==> src/rtl/truth_sweep_pkg.sv <==
// ============================================================================
// truth_sweep_pkg : shared state encoding and sizing for the truth-table sweeper
// Revision 1.0
// ============================================================================
`default_nettype none

package truth_sweep_pkg;

  typedef enum logic [1:0] {
    IDLE   = 2'd0,
    DRIVE  = 2'd1,
    SAMPLE = 2'd2,
    DONE   = 2'd3
  } sweep_state_e;

  localparam int N_VEC = 16;
  localparam int IDX_W = 4;

endpackage

`default_nettype wire

==> src/rtl/settle_timer.sv <==
// ============================================================================
// settle_timer : clearable up-counter flagging terminal count at SETTLE-1
// Revision 1.0
// ============================================================================
`default_nettype none

module settle_timer #(
  parameter int SETTLE = 2
) (
  input  logic clk_i,
  input  logic rst_i,
  input  logic clr_i,
  input  logic en_i,
  output logic tc_o
);

  logic [3:0] cnt_q;
  logic [3:0] cnt_d;

  always_comb begin
    cnt_d = cnt_q;
    if (clr_i) begin
      cnt_d = 4'd0;
    end else if (en_i) begin
      cnt_d = cnt_q + 4'd1;
    end
  end

  always_ff @(posedge clk_i or posedge rst_i) begin
    if (rst_i) begin
      cnt_q <= 4'd0;
    end else begin
      cnt_q <= cnt_d;
    end
  end

  assign tc_o = (cnt_q == 4'(SETTLE - 1));

endmodule

`default_nettype wire

==> src/rtl/truth_table_sweeper.sv <==
// ============================================================================
// truth_table_sweeper : drives all 16 input vectors and captures F per vector
// Revision 1.0
// ============================================================================
`default_nettype none

module truth_table_sweeper
  import truth_sweep_pkg::*;
#(
  parameter int SETTLE = 2,
  parameter int N_IN   = 4
) (
  input  logic                   clk_i,
  input  logic                   rst_i,
  input  logic                   start_i,
  input  logic                   abort_i,
  input  logic                   f_i,
  output logic                   a_o,
  output logic                   b_o,
  output logic                   c_o,
  output logic                   d_o,
  output logic                   busy_o,
  output logic                   done_o,
  output logic [(2**N_IN)-1:0]   table_o,
  output logic [IDX_W:0]         ones_count_o
);

  sweep_state_e          state_q, state_d;
  logic [IDX_W-1:0]      idx_q, idx_d;
  logic [(2**N_IN)-1:0]  table_q, table_d;
  logic [IDX_W:0]        ones_q, ones_d;
  logic [IDX_W-1:0]      vec_q, vec_d;
  logic                  busy_q, busy_d;
  logic                  done_q, done_d;
  logic                  settle_tc;

  settle_timer #(
    .SETTLE (SETTLE)
  ) u_settle_timer (
    .clk_i (clk_i),
    .rst_i (rst_i),
    .clr_i (state_q != DRIVE),
    .en_i  (state_q == DRIVE),
    .tc_o  (settle_tc)
  );

  always_comb begin
    state_d = state_q;
    idx_d   = idx_q;
    table_d = table_q;
    ones_d  = ones_q;
    case (state_q)
      IDLE: begin
        if (start_i && !abort_i) begin
          state_d = DRIVE;
          idx_d   = '0;
          table_d = '0;
          ones_d  = '0;
        end
      end
      DRIVE: begin
        if (abort_i) begin
          state_d = IDLE;
        end else if (settle_tc) begin
          state_d = SAMPLE;
        end
      end
      SAMPLE: begin
        // abort pre-empts the capture, so the aborted vector is never recorded
        if (abort_i) begin
          state_d = IDLE;
        end else begin
          table_d[idx_q] = f_i;
          ones_d         = ones_q + {{IDX_W{1'b0}}, f_i};
          if (idx_q == IDX_W'(N_VEC - 1)) begin
            state_d = DONE;
          end else begin
            idx_d   = idx_q + 1'b1;
            state_d = DRIVE;
          end
        end
      end
      DONE: begin
        state_d = IDLE;
      end
      default: begin
        state_d = IDLE;
      end
    endcase
  end

  // Outputs are registered from the next state so they line up with it
  always_comb begin
    busy_d = (state_d == DRIVE) || (state_d == SAMPLE);
    done_d = (state_d == DONE);
    vec_d  = busy_d ? idx_d : '0;
  end

  always_ff @(posedge clk_i or posedge rst_i) begin
    if (rst_i) begin
      state_q <= IDLE;
      idx_q   <= '0;
      table_q <= '0;
      ones_q  <= '0;
      vec_q   <= '0;
      busy_q  <= 1'b0;
      done_q  <= 1'b0;
    end else begin
      state_q <= state_d;
      idx_q   <= idx_d;
      table_q <= table_d;
      ones_q  <= ones_d;
      vec_q   <= vec_d;
      busy_q  <= busy_d;
      done_q  <= done_d;
    end
  end

  assign a_o          = vec_q[3];
  assign b_o          = vec_q[2];
  assign c_o          = vec_q[1];
  assign d_o          = vec_q[0];
  assign busy_o       = busy_q;
  assign done_o       = done_q;
  assign table_o      = table_q;
  assign ones_count_o = ones_q;

endmodule

`default_nettype wire

==> config.mk <==
export PLATFORM = sky130hd
export DESIGN_NAME = truth_table_sweeper
export DESIGN_NICKNAME = d
export VERILOG_FILES = /design/src/rtl/truth_sweep_pkg.sv /design/src/rtl/settle_timer.sv /design/src/rtl/truth_table_sweeper.sv
export SDC_FILE = /design/constraint.sdc
export NUM_CORES = 1
export LEC_CHECK = 0
export CAP_MARGIN = 25
export CELL_PAD_IN_SITES_DETAIL_PLACEMENT = 1
export CELL_PAD_IN_SITES_GLOBAL_PLACEMENT = 1
export CORE_MARGIN = 4
export CORE_UTILIZATION = 30
export CTS_BUF_LIST = sky130_fd_sc_hd__clkbuf_8
export DETAILED_ROUTE_END_ITERATION = 10
export PLACE_DENSITY_LB_ADDON = 0.1
export SYNTH_ARGS = -nofsm -noshare
export SYNTH_HDL_FRONTEND = slang
export SYNTH_HIERARCHICAL = 1
export SYNTH_SLANG_ARGS = --single-unit
==> constraint.sdc <==
create_clock -name clk_i -period 2.49 [get_ports clk_i]
set_clock_uncertainty 0.1 [all_clocks]
set_input_delay 0.3735 -clock clk_i [delete_from_list [all_inputs] [get_ports clk_i]]
set_output_delay 0.3735 -clock clk_i [all_outputs]
set_load 0.005 [all_outputs]
Word level (Yosys, flattened, before mapping)
Index checks and enable logic that the tools add are counted.

Flip-flop bits (word level): 37. Bits of input ports: 5. Output and inout port bits: 27.

Add/sub/neg operators: 3. Order comparisons: 2. Equality and inequality tests: 11. Mux-type cells: 22. Reduce and logical (&&, ||, !) cells: 8.

Operators with widths (number): 16-bit two-way mux (2); 16-bit one-hot mux with 2 select lines (1); 4-bit two-way mux (6); 16-bit bitwise mux (1); 2-bit two-way mux (5); 5-bit two-way mux (2); 5-bit one-hot mux with 2 select lines (1); 4-bit by 1-bit adder with 4-bit output, second input constant (2); 2-bit == test, second input constant (4); 2-bit one-hot mux with 4 select lines (1); 4-bit one-hot mux with 2 select lines (1); 5-bit by 1-bit adder with 5-bit output (1); 4-bit by 5-bit less-than comparator with 1-bit output, second input constant (1); 1-bit demux with 4-bit select (1); 2-bit by 1-bit == test with 1-bit output, second input constant (2); 4-bit by 1-bit == test with 1-bit output, second input constant (1); 4-bit == test, second input constant (1); 4-bit by 1-bit >= comparator with 1-bit output, second input constant (1); 2-bit != test, second input constant (2); 2-bit nonzero test (2); 3-bit AND reduction (1); 1-bit logical AND (2); 2-bit zero test (1); 2-bit by 1-bit != test with 1-bit output, second input constant (1); other kinds (3) (3).

Logic depth before layout (Yosys ltp)
Gate-level depths: netlist of run 1.

Depth after elaboration: 7. Gate-level depth with buffers: 8. Gate-level depth less buffers: 8.

Cells and area by module
Netlist of run 1, hierarchy kept.

By module, submodules not included: truth_table_sweeper (instances 1, cells each 163, area each 1661.6 um^2); settle_timer (instances 1, cells each 20, area each 217.7 um^2).

Least setup slack after synthesis of run 1
OpenSTA, ideal clock, no wires.

Path type: reg-to-reg. Start point: reg idx_q[0]. End point: reg vec_q[2]. Arrival time: 1665 ps. Slack: 630 ps. Stages on the path, launching flop included: 8. Path through: dfrtp_1 ha_1 and3_1 a22oi_1 nor2_1 ha_1 inv_1 o31ai_1.

Cells in the longest elaborated chain, start to end: 7. Elaborated cells between the ends (all ways): 12.

RTL lines: start: declaration (RTL line truth_table_sweeper.sv:29) `logic [IDX_W-1:0] idx_q, idx_d;`; start signal: assignment (RTL line truth_table_sweeper.sv:110) `idx_q <= idx_d;`; 4-bit == test (*) (RTL line truth_table_sweeper.sv:75) `if (idx_q == IDX_W'(N_VEC - 1)) begin`; 2-bit two-way mux (*) (RTL line truth_table_sweeper.sv:75); 2-bit two-way mux (*) (RTL line truth_table_sweeper.sv:70) `if (abort_i) begin`; 2-bit one-hot mux with 4 select lines (*) (RTL line truth_table_sweeper.sv:52) `case (state_q)`; named net state_d[1] (RTL line truth_table_sweeper.sv:28) `sweep_state_e state_q, state_d;`; 2-bit by 1-bit == test with 1-bit output / 2-bit == test (equally long branches) (RTL line truth_table_sweeper.sv:94) `busy_d = (state_d == DRIVE) || (state_d == SAMPLE);`; 1-bit logical OR (*) (RTL line truth_table_sweeper.sv:94); named net busy_d (RTL line truth_table_sweeper.sv:33) `logic busy_q, busy_d;`; 4-bit two-way mux (*) (RTL line truth_table_sweeper.sv:96) `vec_d = busy_d ? idx_d : '0;`; named net vec_d[2] (RTL line truth_table_sweeper.sv:32) `logic [IDX_W-1:0] vec_q, vec_d;`; end signal: assignment (RTL line truth_table_sweeper.sv:113) `vec_q <= vec_d;`; end: declaration (RTL line truth_table_sweeper.sv:32).

The timed path passes the listed nets; every way through them passes the cells marked *. A chain may end at the register's enable or synchronous reset.

Worst setup path in the final report of run 1
Start point: reg state_q[1]. End point: reg vec_q[2].

Cells in the longest elaborated chain, start to end: 6. Elaborated cells between the ends (all ways): 13.

RTL lines: start: declaration (RTL line truth_table_sweeper.sv:28); start signal: assignment (RTL line truth_table_sweeper.sv:109) `state_q <= state_d;`; 2-bit two-way mux (RTL line truth_table_sweeper.sv:64) `end else if (settle_tc) begin`; 2-bit two-way mux (RTL line truth_table_sweeper.sv:62) `if (abort_i) begin`; 2-bit one-hot mux with 4 select lines (*) (RTL line truth_table_sweeper.sv:52); named net state_d[1] (RTL line truth_table_sweeper.sv:28); 2-bit by 1-bit == test with 1-bit output / 2-bit == test (equally long branches) (RTL line truth_table_sweeper.sv:94); 1-bit logical OR (*) (RTL line truth_table_sweeper.sv:94); named net busy_d (RTL line truth_table_sweeper.sv:33); 4-bit two-way mux (*) (RTL line truth_table_sweeper.sv:96); named net vec_d[2] (RTL line truth_table_sweeper.sv:32).

Marks and branches as above.

==> flow_summary.html, run 1 <==
<table>
<tr><th>Metric</th><th>Value</th></tr>
<tr><th colspan="2">Outcome</th></tr>
<tr><td>Result of the run</td><td>finished, final reports clean</td></tr>
<tr><th colspan="2">Floorplanning</th></tr>
<tr><td>Die W</td><td>between 80 and 90 um</td></tr>
<tr><td>IO Count</td><td>32</td></tr>
<tr><td>Die Area</td><td>7594 um2</td></tr>
<tr><td>Core Area</td><td>5991 um2</td></tr>
<tr><td>Die outline height</td><td>approximately 87 um</td></tr>
<tr><td>Initial Utilization</td><td>31.37%</td></tr>
<tr><td>FP Rows</td><td>28</td></tr>
<tr><th colspan="2">Cells and area</th></tr>
<tr><td>Area taken by multi-input logic gates</td><td>858.3 um2</td></tr>
<tr><td>Ratio of cells with drive above 1 in the final layout</td><td>7.339%</td></tr>
<tr><td>Filler cell count</td><td>694</td></tr>
<tr><td>Cell Count, Final, Fillers Out</td><td>293</td></tr>
<tr><td>Net count reported at finish</td><td>231</td></tr>
<tr><td>Number of antenna diodes</td><td>0</td></tr>
<tr><td>Area growth syn-to-layout</td><td>25.30%</td></tr>
<tr><td>Sequential cell area</td><td>925.9 um2</td></tr>
<tr><th colspan="2">Setup path</th></tr>
<tr><td>Crit path kind</td><td>reg2reg</td></tr>
<tr><td>Maximum fanout along the worst path</td><td>8</td></tr>
<tr><td>Element type at the critical path start</td><td>flip-flop</td></tr>
<tr><td>Setup crit end kind</td><td>flip-flop</td></tr>
<tr><td>Arrival time at the worst endpoint</td><td>2.22 ns</td></tr>
<tr><td>Worst Path Required</td><td>between 2 and 3 ns</td></tr>
<tr><th colspan="2">Global route</th></tr>
<tr><td>Wire length of the first global-routing pass</td><td>8383 um</td></tr>
<tr><td>Number of global-route vias before repair</td><td>1632</td></tr>
<tr><td>Antenna violations before repair</td><td>0</td></tr>
<tr><td>Residual overflow from global routing</td><td>0</td></tr>
<tr><td>Maximum number of pins on one net before global-route repair</td><td>34</td></tr>
<tr><td>Global-route usage over all layers</td><td>14.24%</td></tr>
<tr><th colspan="2">Hold path</th></tr>
<tr><td>Hold WC Path Type</td><td>in2async</td></tr>
<tr><th colspan="2">Synth</th></tr>
<tr><td>Area fraction in and, or, nand and nor cells after synthesis</td><td>~22%</td></tr>
<tr><td>Async set-reset flop share out of synthesis</td><td>100.0%</td></tr>
<tr><td>Number of standard cells after synthesis</td><td>around 180</td></tr>
<tr><td>Share of the synthesized area in the top cell type</td><td>49.27%</td></tr>
<tr><td>Number of distinct library cell variants in the gate-level netlist after synthesis</td><td>38</td></tr>
<tr><td>Library cell occupying the most area in the post-synthesis netlist</td><td>dfrtp_1</td></tr>
<tr><td>Net Count, Synth</td><td>197</td></tr>
<tr><td>YS warnings</td><td>6</td></tr>
<tr><td>Post-synthesis compound-gate area fraction</td><td>under 10%</td></tr>
<tr><td>Number of synthesized register bits</td><td>37</td></tr>
<tr><td>Cell area after technology mapping</td><td>roughly 1900 um2</td></tr>
<tr><td>Per-instance average area after synthesis</td><td>10.27 um2</td></tr>
<tr><td>Count of flip-flops with a built-in enable after synthesis</td><td>0</td></tr>
<tr><td>Most frequently used cell type in the post-synthesis netlist</td><td>dfrtp_1</td></tr>
<tr><td>Arithmetic-cell share of the synthesized area counting full adders, half adders and majority gates</td><td>5.992%</td></tr>
<tr><td>Multiplexer area fraction after synthesis</td><td>under 10%</td></tr>
<tr><td>Register area share after synthesis</td><td>49.27%</td></tr>
<tr><td>Leading post-synthesis cells by cell area</td><td>dfrtp_1 49%, mux2i_1 8.5%, ha_1 6.0%</td></tr>
<tr><td>Predominant post-synthesis flop cell</td><td>dfrtp_1</td></tr>
<tr><td>Synth cell count leaders</td><td>37 x dfrtp_1, 21 x nand2_1, 16 x mux2i_1</td></tr>
<tr><td>Xor and xnor fraction of the mapped netlist area</td><td>0.4660%</td></tr>
<tr><td>Largest family of logic cells by synthesized area</td><td>simple AND/OR/NAND/NOR gates</td></tr>
<tr><th colspan="2">STA</th></tr>
<tr><td>Count of final hold-check violations</td><td>0</td></tr>
<tr><td>Remaining max-slew budget at the tightest pin</td><td>56.71%</td></tr>
<tr><td>Final worst-path setup slack</td><td>~0.37 ns</td></tr>
<tr><td>Min Tclk post-route</td><td>2.119 ns</td></tr>
<tr><td>Setup Viol. Count Final</td><td>0</td></tr>
<tr><td>Period Utilization, post-route</td><td>85.12%</td></tr>
<tr><td>Max Freq</td><td>471.8 MHz</td></tr>
<tr><td>Max-slew violation count</td><td>0</td></tr>
<tr><td>Slew at the pin with the worst max-slew slack</td><td>0.6480 ns</td></tr>
<tr><td>Sum Neg Setup Slack</td><td>0 ns</td></tr>
<tr><td>Setup repair after global routing missed its margin</td><td>false</td></tr>
<tr><th colspan="2">Drt</th></tr>
<tr><td>Vias</td><td>~1500</td></tr>
<tr><td>First DRT Iteration DRCs</td><td>32</td></tr>
<tr><td>Total length of routed wires</td><td>4936 um</td></tr>
<tr><td>DRC Markers</td><td>0</td></tr>
<tr><td>Initial DRT Pass Iterations</td><td>4</td></tr>
<tr><td>Vias per cell</td><td>5.068</td></tr>
<tr><td>Post-DRT Antenna Nets</td><td>0</td></tr>
<tr><td>WL per Instance</td><td>16.85 um</td></tr>
<tr><th colspan="2">CTS</th></tr>
<tr><td>Post-CTS Setup Repair Bufs</td><td>0</td></tr>
<tr><td>Clock tree from TritonCTS</td><td>yes</td></tr>
<tr><td>Buffers from clock root to sink, at most</td><td>2</td></tr>
<tr><td>Number of sinks driven by the clock tree</td><td>37</td></tr>
<tr><td>Clock transition at path regs</td><td>roughly 0.07 ns</td></tr>
<tr><td>Clock tree root buffer cell</td><td>clkbuf_8</td></tr>
<tr><td>Number of H-tree branching levels</td><td>2</td></tr>
<tr><td>Post-cts sizing count</td><td>0</td></tr>
<tr><td>Hold_buf cts</td><td>0</td></tr>
<tr><td>Num CTS Buffers</td><td>5</td></tr>
<tr><td>Insertion delay to the later sink of the worst-skew pair</td><td>0.29 ns</td></tr>
<tr><th colspan="2">Pwr</th></tr>
<tr><td>Total net switching power</td><td>0.3115 mW</td></tr>
<tr><td>Clock network fraction of total power</td><td>34.7%</td></tr>
<tr><td>Static power due to leakage</td><td>0.9813 nW</td></tr>
<tr><td>Peak supply drop</td><td>0.1968 mV</td></tr>
<tr><td>Power density of the placed cells</td><td>490.5 nW/um2</td></tr>
<tr><td>Part of the power in registers</td><td>54.1%</td></tr>
<tr><td>Combinational Power Share</td><td>11.2%</td></tr>
<tr><td>Switching part of the total power</td><td>26.96%</td></tr>
<tr><td>Int Pwr</td><td>0.8436 mW</td></tr>
<tr><th colspan="2">Placed design</th></tr>
<tr><td>Number of port buffers</td><td>31</td></tr>
<tr><td>DP Worst Slack</td><td>about 0.26 ns</td></tr>
<tr><td>Placer congestion estimate</td><td>0.7893</td></tr>
<tr><td>Post-detail-place hpwl</td><td>3569 um</td></tr>
<tr><td>Placed Instances</td><td>about 290</td></tr>
<tr><th colspan="2">Flow run</th></tr>
<tr><td>Max cap viols</td><td>0</td></tr>
</table>
power by group through the flow:
stage          registers, mW  logic (mW)  clock network, mW
4_1_cts                0.625       0.131              0.420
3_3_place_gp           0.636       0.125                  0
2_1_floorplan          0.634      0.0849                  0
6_report               0.625       0.129              0.401
5_1_grt                0.627       0.144              0.453
3_5_place_dp           0.637       0.130                  0
routing by layer:
layer / wire length (um) / vias up / global-route usage [%]
li1: - / 719 / -
met1: 2505 / 737 / 19.68
met2: 2214 / 22 / 22.02
met3: 146 / 7 / 3.311
met4: 69 / 0 / 4.603
met5: 0 / - / 0
through the flow:
stage	utilization [%]	power, mW	instance area [um2]	hold WS (ns)
finish	39.31	1.155	2355	0.1934
global route	39.31	1.224	2355	0.2040
CTS	39.31	1.177	2355	0.1911
detailed placement	37.97	0.7668	2275	0.4171
global placement	37.97	0.7612	2275	0.3872
floorplan	-	0.7185	1879	0.03958
sequential cells by signal (all words and copies together), names as in the netlist:
signal                flops
ones_count_o              5
state_q                   2
idx_q                     4
table_o                  16
busy_o                    1
vec_q                     4
u_settle_timer/cnt_q      4
done_o                    1
critical path: stages, from the launching register on:
cell      delay [ns]
dfrtp_1         0.45
nand2b_1        0.33
inv_1           0.23
a22oi_1         0.18
nor2_1          0.09
ha_1            0.34
inv_1           0.07
o31ai_1         0.23
kinds of logic (layout without fill, tap and decap cells):
logic type,after synthesis,count (layout)
simple gates,74,74
flops,37,37
compound gates,23,23
buf+inv,22,57
mux,17,17
fa+ha+maj,9,9
xor+xnor,1,1
path summary, 6_finish.rpt:
kind	startpoint	cells past startpoint	to	slack, ns
min	rst_i	2	u_settle_timer/cnt_q[2]	0.19
min in group clk_i	ones_count_o[3]	1	ones_count_o[3]	0.43
max in group asynchronous	rst_i	3	idx_q[1]	1.57
max reg2reg	state_q[1]	7	vec_q[2]	0.37
max	state_q[1]	7	vec_q[2]	0.37
min reg2reg	ones_count_o[3]	1	ones_count_o[3]	0.43
cell usage in the layout (no fill, tap or decap), types with 5 or more instances in the layout:
cell type	instances
a21oi_1	6
buf_4	5
clkbuf_8	5
clkdlybuf4s50_1	31
dfrtp_1	37
ha_1	9
inv_1	16
mux2i_1	16
nand2_1	21
nand3_1	9
nor2_1	5
nor3_1	5
nor4_1	8
nor4b_1	5
o21ai_0	7
final cells by class:
cell class / instances / share of cell area [%]
Clock buffer: 5 / 2.922
Sequential cell: 37 / 39.32
Tap cell: 75 / 3.985
Timing Repair Buffer: 36 / 14.77
Clock inverter: 3 / 0.4782
Multi-Input combinational cell: 124 / 36.45
Inverter: 13 / 2.072
No activity file was read; power rests on OpenSTA's default activity.
==> inputs of run 2 (changes only) <==
--- a/config.mk
+++ b/config.mk
@@ -12,6 +12,7 @@
 export CORE_UTILIZATION = 30
 export CTS_BUF_LIST = sky130_fd_sc_hd__clkbuf_8
 export DETAILED_ROUTE_END_ITERATION = 10
+export MAX_ROUTING_LAYER = met4
 export PLACE_DENSITY_LB_ADDON = 0.1
 export SYNTH_ARGS = -nofsm -noshare
 export SYNTH_HDL_FRONTEND = slang
==> run 2 against run 1 <==
  * Register-to-register slack about the same
  * First-iteration DRC count decreased by 13%
  * Die area did not move
  * Power grew 0.17%
  * Routed wire length hardly changed
  * Hold slack is essentially flat
  * Sequential cell count unchanged
  * Cell count stayed put
  * Sequential power hardly changed
  * Critical path depth unchanged
==> flow_summary.html, run 2 (synthesis gave the netlist of run 1 again) <==
<table>
<tr><th>Metric</th><th>Value</th></tr>
<tr><th colspan="2">STA</th></tr>
<tr><td>Sum Neg Setup Slack</td><td>0 ns</td></tr>
<tr><td>Period Utilization, post-route</td><td>85.39%</td></tr>
<tr><td>Max Freq</td><td>between 400 and 500 MHz</td></tr>
<tr><td>Remaining max-slew budget at the tightest pin</td><td>56.69%</td></tr>
<tr><td>Setup repair after global routing missed its margin</td><td>false</td></tr>
<tr><td>Count of final hold-check violations</td><td>0</td></tr>
<tr><td>Max-slew violation count</td><td>0</td></tr>
<tr><td>Setup Viol. Count Final</td><td>0</td></tr>
<tr><td>Slew at the pin with the worst max-slew slack</td><td>approximately 0.65 ns</td></tr>
<tr><td>Min Tclk post-route</td><td>2.126 ns</td></tr>
<tr><th colspan="2">Setup path</th></tr>
<tr><td>Cell type with the highest occurrence count on the critical path</td><td>inv_1</td></tr>
<tr><td>Setup crit end kind</td><td>flip-flop</td></tr>
<tr><td>Maximum fanout along the worst path</td><td>8</td></tr>
<tr><td>Element type at the critical path start</td><td>flip-flop</td></tr>
<tr><td>Worst path slowest cell</td><td>dfrtp_1</td></tr>
<tr><td>Crit path kind</td><td>reg2reg</td></tr>
<tr><td>Cell count of the worst reg-to-reg path</td><td>7</td></tr>
<tr><td>Biggest cell delay along the critical path</td><td>0.45 ns</td></tr>
<tr><td>Arrival time at the worst endpoint</td><td>between 2 and 2.5 ns</td></tr>
<tr><td>Worst Path Required</td><td>around 2.6 ns</td></tr>
<tr><td>Worst path cell trace</td><td>nand2b_1 &gt; inv_1 &gt; a22oi_1 &gt; nor2_1 &gt; ha_1 &gt; inv_1 &gt; o31ai_1</td></tr>
<tr><th colspan="2">Drt</th></tr>
<tr><td>Initial DRT Pass Iterations</td><td>4</td></tr>
<tr><td>Post-DRT Antenna Nets</td><td>0</td></tr>
<tr><td>First DRT Iteration DRCs</td><td>28</td></tr>
<tr><td>DRC Markers</td><td>0</td></tr>
<tr><td>Vias per cell</td><td>5.061</td></tr>
<tr><td>Vias</td><td>1483</td></tr>
<tr><td>WL per Instance</td><td>~17 um</td></tr>
<tr><td>Total length of routed wires</td><td>between 4000 and 5000 um</td></tr>
<tr><th colspan="2">Global route</th></tr>
<tr><td>Wire length of the first global-routing pass</td><td>8369 um</td></tr>
<tr><td>Antenna violations before repair</td><td>0</td></tr>
<tr><td>Maximum number of pins on one net before global-route repair</td><td>34</td></tr>
<tr><td>Residual overflow from global routing</td><td>0</td></tr>
<tr><td>Global-route usage over all layers</td><td>between 10 and 15%</td></tr>
<tr><td>Number of global-route vias before repair</td><td>about 1600</td></tr>
<tr><th colspan="2">Flow run</th></tr>
<tr><td>Max cap viols</td><td>0</td></tr>
<tr><th colspan="2">CTS</th></tr>
<tr><td>Num CTS Buffers</td><td>5</td></tr>
<tr><td>Number of sinks driven by the clock tree</td><td>37</td></tr>
<tr><td>Post-cts sizing count</td><td>0</td></tr>
<tr><td>Clock tree root buffer cell</td><td>clkbuf_8</td></tr>
<tr><td>Post-CTS Setup Repair Bufs</td><td>0</td></tr>
<tr><td>Clock transition at path regs</td><td>0.08 ns</td></tr>
<tr><td>Buffers from clock root to sink, at most</td><td>2</td></tr>
<tr><td>Insertion delay to the later sink of the worst-skew pair</td><td>0.29 ns</td></tr>
<tr><td>Hold_buf cts</td><td>0</td></tr>
<tr><td>Clock tree from TritonCTS</td><td>yes</td></tr>
<tr><td>Number of H-tree branching levels</td><td>2</td></tr>
<tr><th colspan="2">Outcome</th></tr>
<tr><td>Result of the run</td><td>finished, final reports clean</td></tr>
<tr><th colspan="2">Floorplanning</th></tr>
<tr><td>IO Count</td><td>32</td></tr>
<tr><td>Initial Utilization</td><td>31.37%</td></tr>
<tr><td>Die outline height</td><td>around 87 um</td></tr>
<tr><td>Die W</td><td>87.15 um</td></tr>
<tr><td>Core Area</td><td>5991 um2</td></tr>
<tr><td>FP Rows</td><td>28</td></tr>
<tr><td>Die Area</td><td>7594 um2</td></tr>
<tr><th colspan="2">Placed design</th></tr>
<tr><td>Placed Instances</td><td>285</td></tr>
<tr><td>Placer congestion estimate</td><td>0.8003</td></tr>
<tr><td>Post-detail-place hpwl</td><td>3569 um</td></tr>
<tr><td>Number of port buffers</td><td>31</td></tr>
<tr><th colspan="2">Pwr</th></tr>
<tr><td>Part of the power in registers</td><td>about 54%</td></tr>
<tr><td>Peak supply drop</td><td>between 0.15 and 0.2 mV</td></tr>
<tr><td>Power density of the placed cells</td><td>491.4 nW/um2</td></tr>
<tr><td>Switching part of the total power</td><td>27.09%</td></tr>
<tr><td>Clock network fraction of total power</td><td>34.8%</td></tr>
<tr><td>Combinational Power Share</td><td>11.2%</td></tr>
<tr><td>Total net switching power</td><td>0.3135 mW</td></tr>
<tr><td>Static power due to leakage</td><td>~0.98 nW</td></tr>
<tr><td>Int Pwr</td><td>0.8436 mW</td></tr>
<tr><th colspan="2">Cells and area</th></tr>
<tr><td>Cell Count, Final, Fillers Out</td><td>293</td></tr>
<tr><td>Area growth syn-to-layout</td><td>25.30%</td></tr>
<tr><td>Most frequent standard cell in the layout excluding fill and tap cells</td><td>dfrtp_1</td></tr>
<tr><td>Top library cells by usage in the layout, fill and taps aside</td><td>37 x dfrtp_1, 31 x clkdlybuf4s50_1, 21 x nand2_1, 16 x inv_1, 16 x mux2i_1</td></tr>
<tr><td>Net count reported at finish</td><td>231</td></tr>
<tr><td>Largest register FFs</td><td>16</td></tr>
<tr><td>Filler cell count</td><td>slightly below 700</td></tr>
<tr><td>Number of antenna diodes</td><td>0</td></tr>
<tr><td>Ratio of cells with drive above 1 in the final layout</td><td>between 7 and 8%</td></tr>
<tr><th colspan="2">Hold path</th></tr>
<tr><td>Hold WC Path Type</td><td>in2async</td></tr>
</table>
[run 2: cell counts in the layout (fill, tap and decap cells not counted)]
Identical to the previous run, type by type.
[run 2: through the flow]
step	power, mW	util [%]	cell area, um2	hold WS (ns)	worst slack (ns)
2_1_floorplan	0.7185	-	1879	0.03958	0.6298
3_3_place_gp	0.7612	37.97	2275	0.3872	0.2843
3_5_place_dp	0.7668	37.97	2275	0.4171	0.2588
4_1_cts	1.177	39.31	2355	0.1911	0.3620
5_1_grt	1.224	39.31	2355	0.2040	0.1660
6_report	1.157	39.31	2355	0.1936	0.3639
[run 2: final timing paths]
kind | from | endpoint | slack [ns]
hold / removal | rst_i | u_settle_timer/cnt_q[2] | 0.19
setup reg to reg | state_q[1] | vec_q[2] | 0.36
min in group clk_i | ones_count_o[3] | ones_count_o[3] | 0.43
max in group asynchronous | rst_i | table_o[7] | 1.57
hold reg to reg | ones_count_o[3] | ones_count_o[3] | 0.43
setup / recovery | state_q[1] | vec_q[2] | 0.36
[run 2: final cells by class]
type,count,area [um2],area share [%]
Clock buffer,5,68.82,2.922
Clock inverter,3,11.26,0.4782
Inverter,13,48.80,2.072
Multi-Input combinational cell,124,858.3,36.45
Sequential cell,37,925.9,39.32
Tap cell,75,93.84,3.985
Timing Repair Buffer,36,347.8,14.77
[run 2: per-layer routing]
metal | part of all wire [%] | wire length, um | GRT usage, %
met2 | 45 | 2221 | 22.02
met4 | 1.4 | 69 | 4.603
met1 | 51 | 2516 | 19.74
met5 | 0 | 0 | -
met3 | 2.7 | 133 | 3.122
[run 2: power by group through the flow]
stage                     registers, mW  logic, mW  clock network, mW
after floorplan                   0.634     0.0849                  0
after global placement            0.636      0.125                  0
after detailed placement          0.637      0.130                  0
after CTS                         0.625      0.131              0.420
after global routing              0.627      0.144              0.453
final                             0.625      0.129              0.403
[run 2: worst max-delay path: cells and delay by family (launching register included)]
kind	cells	cell delay, ns
buffers and inverters	2	0.30
DFF	1	0.45
AOI/OAI and AO/OA	2	0.42
and+or+nand+nor	2	0.42
adders and majority gates	1	0.34
==> inputs of run 3 (changes only) <==
--- a/config.mk
+++ b/config.mk
@@ -9,7 +9,7 @@
 export CELL_PAD_IN_SITES_DETAIL_PLACEMENT = 1
 export CELL_PAD_IN_SITES_GLOBAL_PLACEMENT = 1
 export CORE_MARGIN = 4
-export CORE_UTILIZATION = 30
+export CORE_UTILIZATION = 40
 export CTS_BUF_LIST = sky130_fd_sc_hd__clkbuf_8
 export DETAILED_ROUTE_END_ITERATION = 10
 export MAX_ROUTING_LAYER = met4
==> run 3 against run 2 <==
  * Via count grew 0.67%
  * Maximum frequency is essentially flat
  * First-iteration DRC count rose by 61%
  * Routed wire length decreased by 6.6%
  * Cell count shrank 7.5%
  * Die area decreased by 23%
  * Clock power about the same
  * Sequential cell count unchanged
  * Core utilization grew 13 points
  * Sequential share of layout area is 0.32 points higher
  * Global-route usage increased by 3.3 points
  * Register-to-register slack about the same
  * Largest power group unchanged
  * Highest routed layer unchanged
==> flow_summary.html, run 3 (synthesis gave the netlist of run 1 again) <==
<table>
<tr><th>Metric</th><th>Value</th></tr>
<tr><th colspan="2">Outcome</th></tr>
<tr><td>Result of the run</td><td>finished, final reports clean</td></tr>
<tr><th colspan="2">Placed design</th></tr>
<tr><td>Number of port buffers</td><td>31</td></tr>
<tr><td>Placer congestion estimate</td><td>0.8437</td></tr>
<tr><td>Post-detail-place hpwl</td><td>3463 um</td></tr>
<tr><th colspan="2">CTS</th></tr>
<tr><td>Insertion delay to the later sink of the worst-skew pair</td><td>0.29 ns</td></tr>
<tr><td>Number of sinks driven by the clock tree</td><td>37</td></tr>
<tr><td>Clock tree from TritonCTS</td><td>yes</td></tr>
<tr><td>Number of H-tree branching levels</td><td>2</td></tr>
<tr><td>Buffers from clock root to sink, at most</td><td>2</td></tr>
<tr><td>Num CTS Buffers</td><td>5</td></tr>
<tr><td>Hold_buf cts</td><td>0</td></tr>
<tr><td>Post-CTS Setup Repair Bufs</td><td>0</td></tr>
<tr><td>Clock transition at path regs</td><td>around 0.070 ns</td></tr>
<tr><td>Clock tree root buffer cell</td><td>clkbuf_8</td></tr>
<tr><td>Post-cts sizing count</td><td>0</td></tr>
<tr><th colspan="2">Setup path</th></tr>
<tr><td>Setup crit end kind</td><td>flip-flop</td></tr>
<tr><td>Internal reg-to-reg setup slack</td><td>0.36 ns</td></tr>
<tr><td>Worst R2R Start</td><td>idx_q[0]</td></tr>
<tr><td>Worst Path Required</td><td>roughly 2.6 ns</td></tr>
<tr><td>Element type at the critical path start</td><td>flip-flop</td></tr>
<tr><td>Critical path origin</td><td>idx_q[0]</td></tr>
<tr><td>Cell count of the worst reg-to-reg path</td><td>7</td></tr>
<tr><td>Maximum fanout along the worst path</td><td>6</td></tr>
<tr><td>Crit path kind</td><td>reg2reg</td></tr>
<tr><td>Arrival time at the worst endpoint</td><td>2.22 ns</td></tr>
<tr><td>Endpoint of the lowest-slack register-to-register path</td><td>vec_q[2]</td></tr>
<tr><th colspan="2">Flow run</th></tr>
<tr><td>Max cap viols</td><td>0</td></tr>
<tr><th colspan="2">Drt</th></tr>
<tr><td>First DRT Iteration DRCs</td><td>45</td></tr>
<tr><td>Vias per cell</td><td>5.509</td></tr>
<tr><td>Initial DRT Pass Iterations</td><td>4</td></tr>
<tr><td>Total length of routed wires</td><td>4615 um</td></tr>
<tr><td>WL per Instance</td><td>17.03 um</td></tr>
<tr><td>Post-DRT Antenna Nets</td><td>0</td></tr>
<tr><td>DRC Markers</td><td>0</td></tr>
<tr><td>Vias</td><td>1493</td></tr>
<tr><th colspan="2">Floorplanning</th></tr>
<tr><td>Die Area</td><td>a little under 6000 um2</td></tr>
<tr><td>Initial Utilization</td><td>42.29%</td></tr>
<tr><td>IO Count</td><td>32</td></tr>
<tr><td>FP Rows</td><td>24</td></tr>
<tr><td>Core Area</td><td>4444 um2</td></tr>
<tr><td>Die W</td><td>76.55 um</td></tr>
<tr><td>Die outline height</td><td>76.55 um</td></tr>
<tr><th colspan="2">Cells and area</th></tr>
<tr><td>Area growth syn-to-layout</td><td>24.30%</td></tr>
<tr><td>Filler cell count</td><td>496</td></tr>
<tr><td>Net count reported at finish</td><td>232</td></tr>
<tr><td>Most frequent standard cell in the layout excluding fill and tap cells</td><td>dfrtp_1</td></tr>
<tr><td>Utilization of the core after routing</td><td>a little over half</td></tr>
<tr><td>Largest register FFs</td><td>16</td></tr>
<tr><td>Top library cells by usage in the layout, fill and taps aside</td><td>37 x dfrtp_1, 31 x clkdlybuf4s50_1, 21 x nand2_1, 16 x mux2i_1, 14 x inv_1</td></tr>
<tr><td>Number of antenna diodes</td><td>0</td></tr>
<tr><td>Ratio of cells with drive above 1 in the final layout</td><td>8.676%</td></tr>
<tr><th colspan="2">Global route</th></tr>
<tr><td>Wire length of the first global-routing pass</td><td>8169 um</td></tr>
<tr><td>Residual overflow from global routing</td><td>0</td></tr>
<tr><td>Gr busiest metal</td><td>met2</td></tr>
<tr><td>Fraction of met2 tracks used by global routing</td><td>29.35%</td></tr>
<tr><td>Number of global-route vias before repair</td><td>1636</td></tr>
<tr><td>Maximum number of pins on one net before global-route repair</td><td>34</td></tr>
<tr><td>Antenna violations before repair</td><td>0</td></tr>
<tr><td>Met3 Resource Use GR</td><td>4.728%</td></tr>
<tr><td>Global-route usage over all layers</td><td>17.97%</td></tr>
<tr><td>Met1 capacity usage during global routing</td><td>21.76%</td></tr>
<tr><th colspan="2">STA</th></tr>
<tr><td>Slew at the pin with the worst max-slew slack</td><td>0.5351 ns</td></tr>
<tr><td>Setup Viol. Count Final</td><td>0</td></tr>
<tr><td>Count of final hold-check violations</td><td>0</td></tr>
<tr><td>Period Utilization, post-route</td><td>85.46%</td></tr>
<tr><td>Setup repair after global routing missed its margin</td><td>false</td></tr>
<tr><td>Min Tclk post-route</td><td>between 2 and 2.5 ns</td></tr>
<tr><td>Max-slew violation count</td><td>0</td></tr>
<tr><td>Max Freq</td><td>470.0 MHz</td></tr>
<tr><td>Sum Neg Setup Slack</td><td>0 ns</td></tr>
<tr><td>Remaining max-slew budget at the tightest pin</td><td>roughly 64%</td></tr>
<tr><td>Worst hold slack</td><td>slightly below 0.2 ns</td></tr>
<tr><th colspan="2">Pwr</th></tr>
<tr><td>Static power due to leakage</td><td>0.9828 nW</td></tr>
<tr><td>Peak supply drop</td><td>0.2741 mV</td></tr>
<tr><td>Power density of the placed cells</td><td>494.2 nW/um2</td></tr>
<tr><th colspan="2">Hold path</th></tr>
<tr><td>Hold WC Path Type</td><td>in2async</td></tr>
</table>
[run 3: cell type report]
type	count	area (um2)	area share [%]
clock buffers	5	68.82	2.946
clock inverters	3	13.76	0.5892
inverters	13	48.80	2.089
multi-input cells	124	858.3	36.74
flip-flops and latches	37	925.9	39.64
well taps	52	65.06	2.785
repair buffers	37	355.3	15.21
[run 3: critical path: stages, from the launching register on]
cell and delay (ns):
dfrtp_1 0.45, ha_1 0.29, and3_1 0.24, a22oi_1 0.19, nor2_1 0.08, ha_1 0.35, inv_1 0.08, o31ai_1 0.25
[run 3: per-layer routing]
layer | up-vias | share of wire (%) | wire (um)
li1 | 722 | - | -
met1 | 737 | 45 | 2060
met2 | 30 | 50 | 2324
met3 | 4 | 3.9 | 178
met4 | 0 | 1.1 | 51
met5 | - | 0 | 0
[run 3: worst max path at each step]
stage | cells after the start | endpoint | slack [ns]
6_report | 7 | vec_q[2] | 0.36
5_1_grt | 7 | vec_q[2] | 0.18
4_1_cts | 7 | vec_q[2] | 0.36
3_5_place_dp | 7 | vec_q[2] | 0.24
3_3_place_gp | 7 | vec_q[2] | 0.31
2_1_floorplan | 7 | vec_q[2] | 0.63
[run 3: through the flow]
stage | instances | instance area (um2) | setup WS, ns | power [mW]
CTS | 271 | 2336 | 0.3643 | 1.172
global route | 271 | 2336 | 0.1824 | 1.221
finish | 271 | 2336 | 0.3621 | 1.154
global placement | 263 | 2253 | 0.3065 | 0.7577
floorplan | 183 | 1879 | 0.6298 | 0.7185
detailed placement | 263 | 2253 | 0.2426 | 0.7660
[run 3: power by group]
part / switching [mW] / leakage, nW / internal, mW
Sequential: 0.0130 / 0.514 / 0.612
Clock: 0.211 / 0.0491 / 0.190
Combinational: 0.0816 / 0.420 / 0.0471
==> RTL change, RTL diff (settings of run 1) <==
Set the parameter `N_IN` to 2 (it was 4).
--- a/src/rtl/truth_table_sweeper.sv
+++ b/src/rtl/truth_table_sweeper.sv
@@ -8,7 +8,7 @@
   import truth_sweep_pkg::*;
 #(
   parameter int SETTLE = 2,
-  parameter int N_IN   = 4
+  parameter int N_IN   = 2
 ) (
   input  logic                   clk_i,
   input  logic                   rst_i,
Interface: changed (resized table_o); port bits go from 32 to 20. The function was not compared with the original's and may differ.
==> RTL change against run 1 <==
Maximum frequency increased by 4.9%; power decreased by 32%; worst setup slack improved by 99 ps; synthesized cell count decreased by 35%; sequential cell count decreased by 12; wire length decreased by 42%; synthesized area decreased by 33%; design area decreased by 33%; sequential power decreased by 30%.
==> RTL change: results (changes against run 1) <==
| Metric | Value |
|---|---|
| Status | `completed` |
| Total CTS buffers | `3 (-2)` |
| Met3 wire len | `120 µm (-18%)` |
| Post-Place Worst Slack | `339 ps (+80.0 ps)` |
| M3 GR Usage | `3.03% (-0.28 points)` |
| Global-route wire length before repair | `4840 µm (-42%)` |
| Met2 GRT Util | `18.8% (-3.2 points)` |
| Compound-gate portion of the synthesized area | `13.7% (+5.9 points)` |
| Vias in the first global route | `1007 (-38%)` |
| Slew HR | `67.5% (+11 points)` |
| Sequential share of the synthesized area | `49.9% (+0.58 points)` |
| Largest net degree at the start of global routing | `22 (-35%)` |
| Final nets | `159 (-31%)` |
| FILL cells | `463 (-33%)` |
| Layout cells sized above 1 | `12.5% (+5.2 points)` |
| Initial DRC Count | `16 (-50%)` |
| Level count of the clock H-tree | `1 (-1)` |
| Adder-cell share of the synthesized area | `8.97% (+3.0 points)` |
| GRT Overall Usage | `11.8% (-2.4 points)` |
| Met1 usage | `15.4% (-4.3 points)` |
| Routability cong. | `0.727 (-7.9%)` |
| Average wire per standard cell | `14.8 µm (-12%)` |
| Number of buffers inserted by port buffering | `19 (-39%)` |
| Commonest cells in the netlist | `dfrtp_1, o21ai_0, nand2_1, ha_1, nor2_1` |
| Max stage delay on crit path | `520 ps (+70 ps)` |
| Met2 WL | `1290 µm (-42%)` |
| Depth of the worst register-to-register path | `6 (-1)` |
| Mux share of post-synthesis cell area | `3.59% (-5.7 points)` |
| Maximum VDD drop | `206 µV (+4.5%)` |
| Clk slew on worst S/H paths | `90 ps (+20 ps)` |
| Via Count | `934 (-37%)` |
| Syn nets | `133 (-32%)` |
| Post-DP HPWL | `2210 µm (-38%)` |
| CP arrival | `2080 ps (-140 ps)` |
## RTL change: metrics by stage
| stage | utilization (%) | hold WS [ps] | instance area [µm²] | cells |
|---|---|---|---|---|
| CTS | 39.0 | 207 | 1570 | 194 |
| global route | 39.0 | 243 | 1570 | 194 |
| global placement | 37.9 | 389 | 1530 | 190 |
| finish | 39.0 | 213 | 1570 | 194 |
| detailed placement | 37.9 | 396 | 1530 | 190 |
| floorplan | - | 39.6 | 1250 | 119 |
## RTL change: power breakdown
part / internal [mW] / switching, mW / total [mW]
Clock: 0.112 / 0.137 / 0.249
Sequential: 0.419 / 0.0164 / 0.435
Combinational: 0.0448 / 0.0546 / 0.0994
Total: 0.576 / 0.208 / 0.784
## RTL change: worst max-delay path, delay by kind of cell, from the launching register on
| family | cells | cell delay [ps] |
|---|---|---|
| buffers and inverters | 1 | 220 |
| AO/OA/AOI/OAI | 2 | 250 |
| AND/OR/NAND/NOR | 2 | 470 |
| adder cells (fa/ha/maj) | 1 | 340 |
| flip-flops | 1 | 520 |
## RTL change: cell type report
type                    count  share of cell area (%)
inverters                   7                    1.67
multi-input cells          86                    38.1
flip-flops and latches     25                    39.8
clock inverters             1                   0.318
repair buffers             22                    13.5
clock buffers               3                    2.63
well taps                  50                    3.98
## RTL change: cells by family after synthesis
kind of cell / Yosys count
and+or+nand+nor: 42
DFF: 25
adders and majority gates: 9
muxes: 3
AOI/OAI and AO/OA: 29
xor gates and xnor gates: 3
buffers and inverters: 8
## RTL change: worst paths after layout
kind,startpoint,end,slack [ps]
setup / recovery,state_q[0],vec_q[2],470
hold / removal,rst_i,u_settle_timer/cnt_q[2],210
setup reg to reg,state_q[0],vec_q[2],470
hold reg to reg,table_o[0],table_o[0],420
max in group asynchronous,rst_i,done_o,1710
min in group clk_i,table_o[0],table_o[0],420
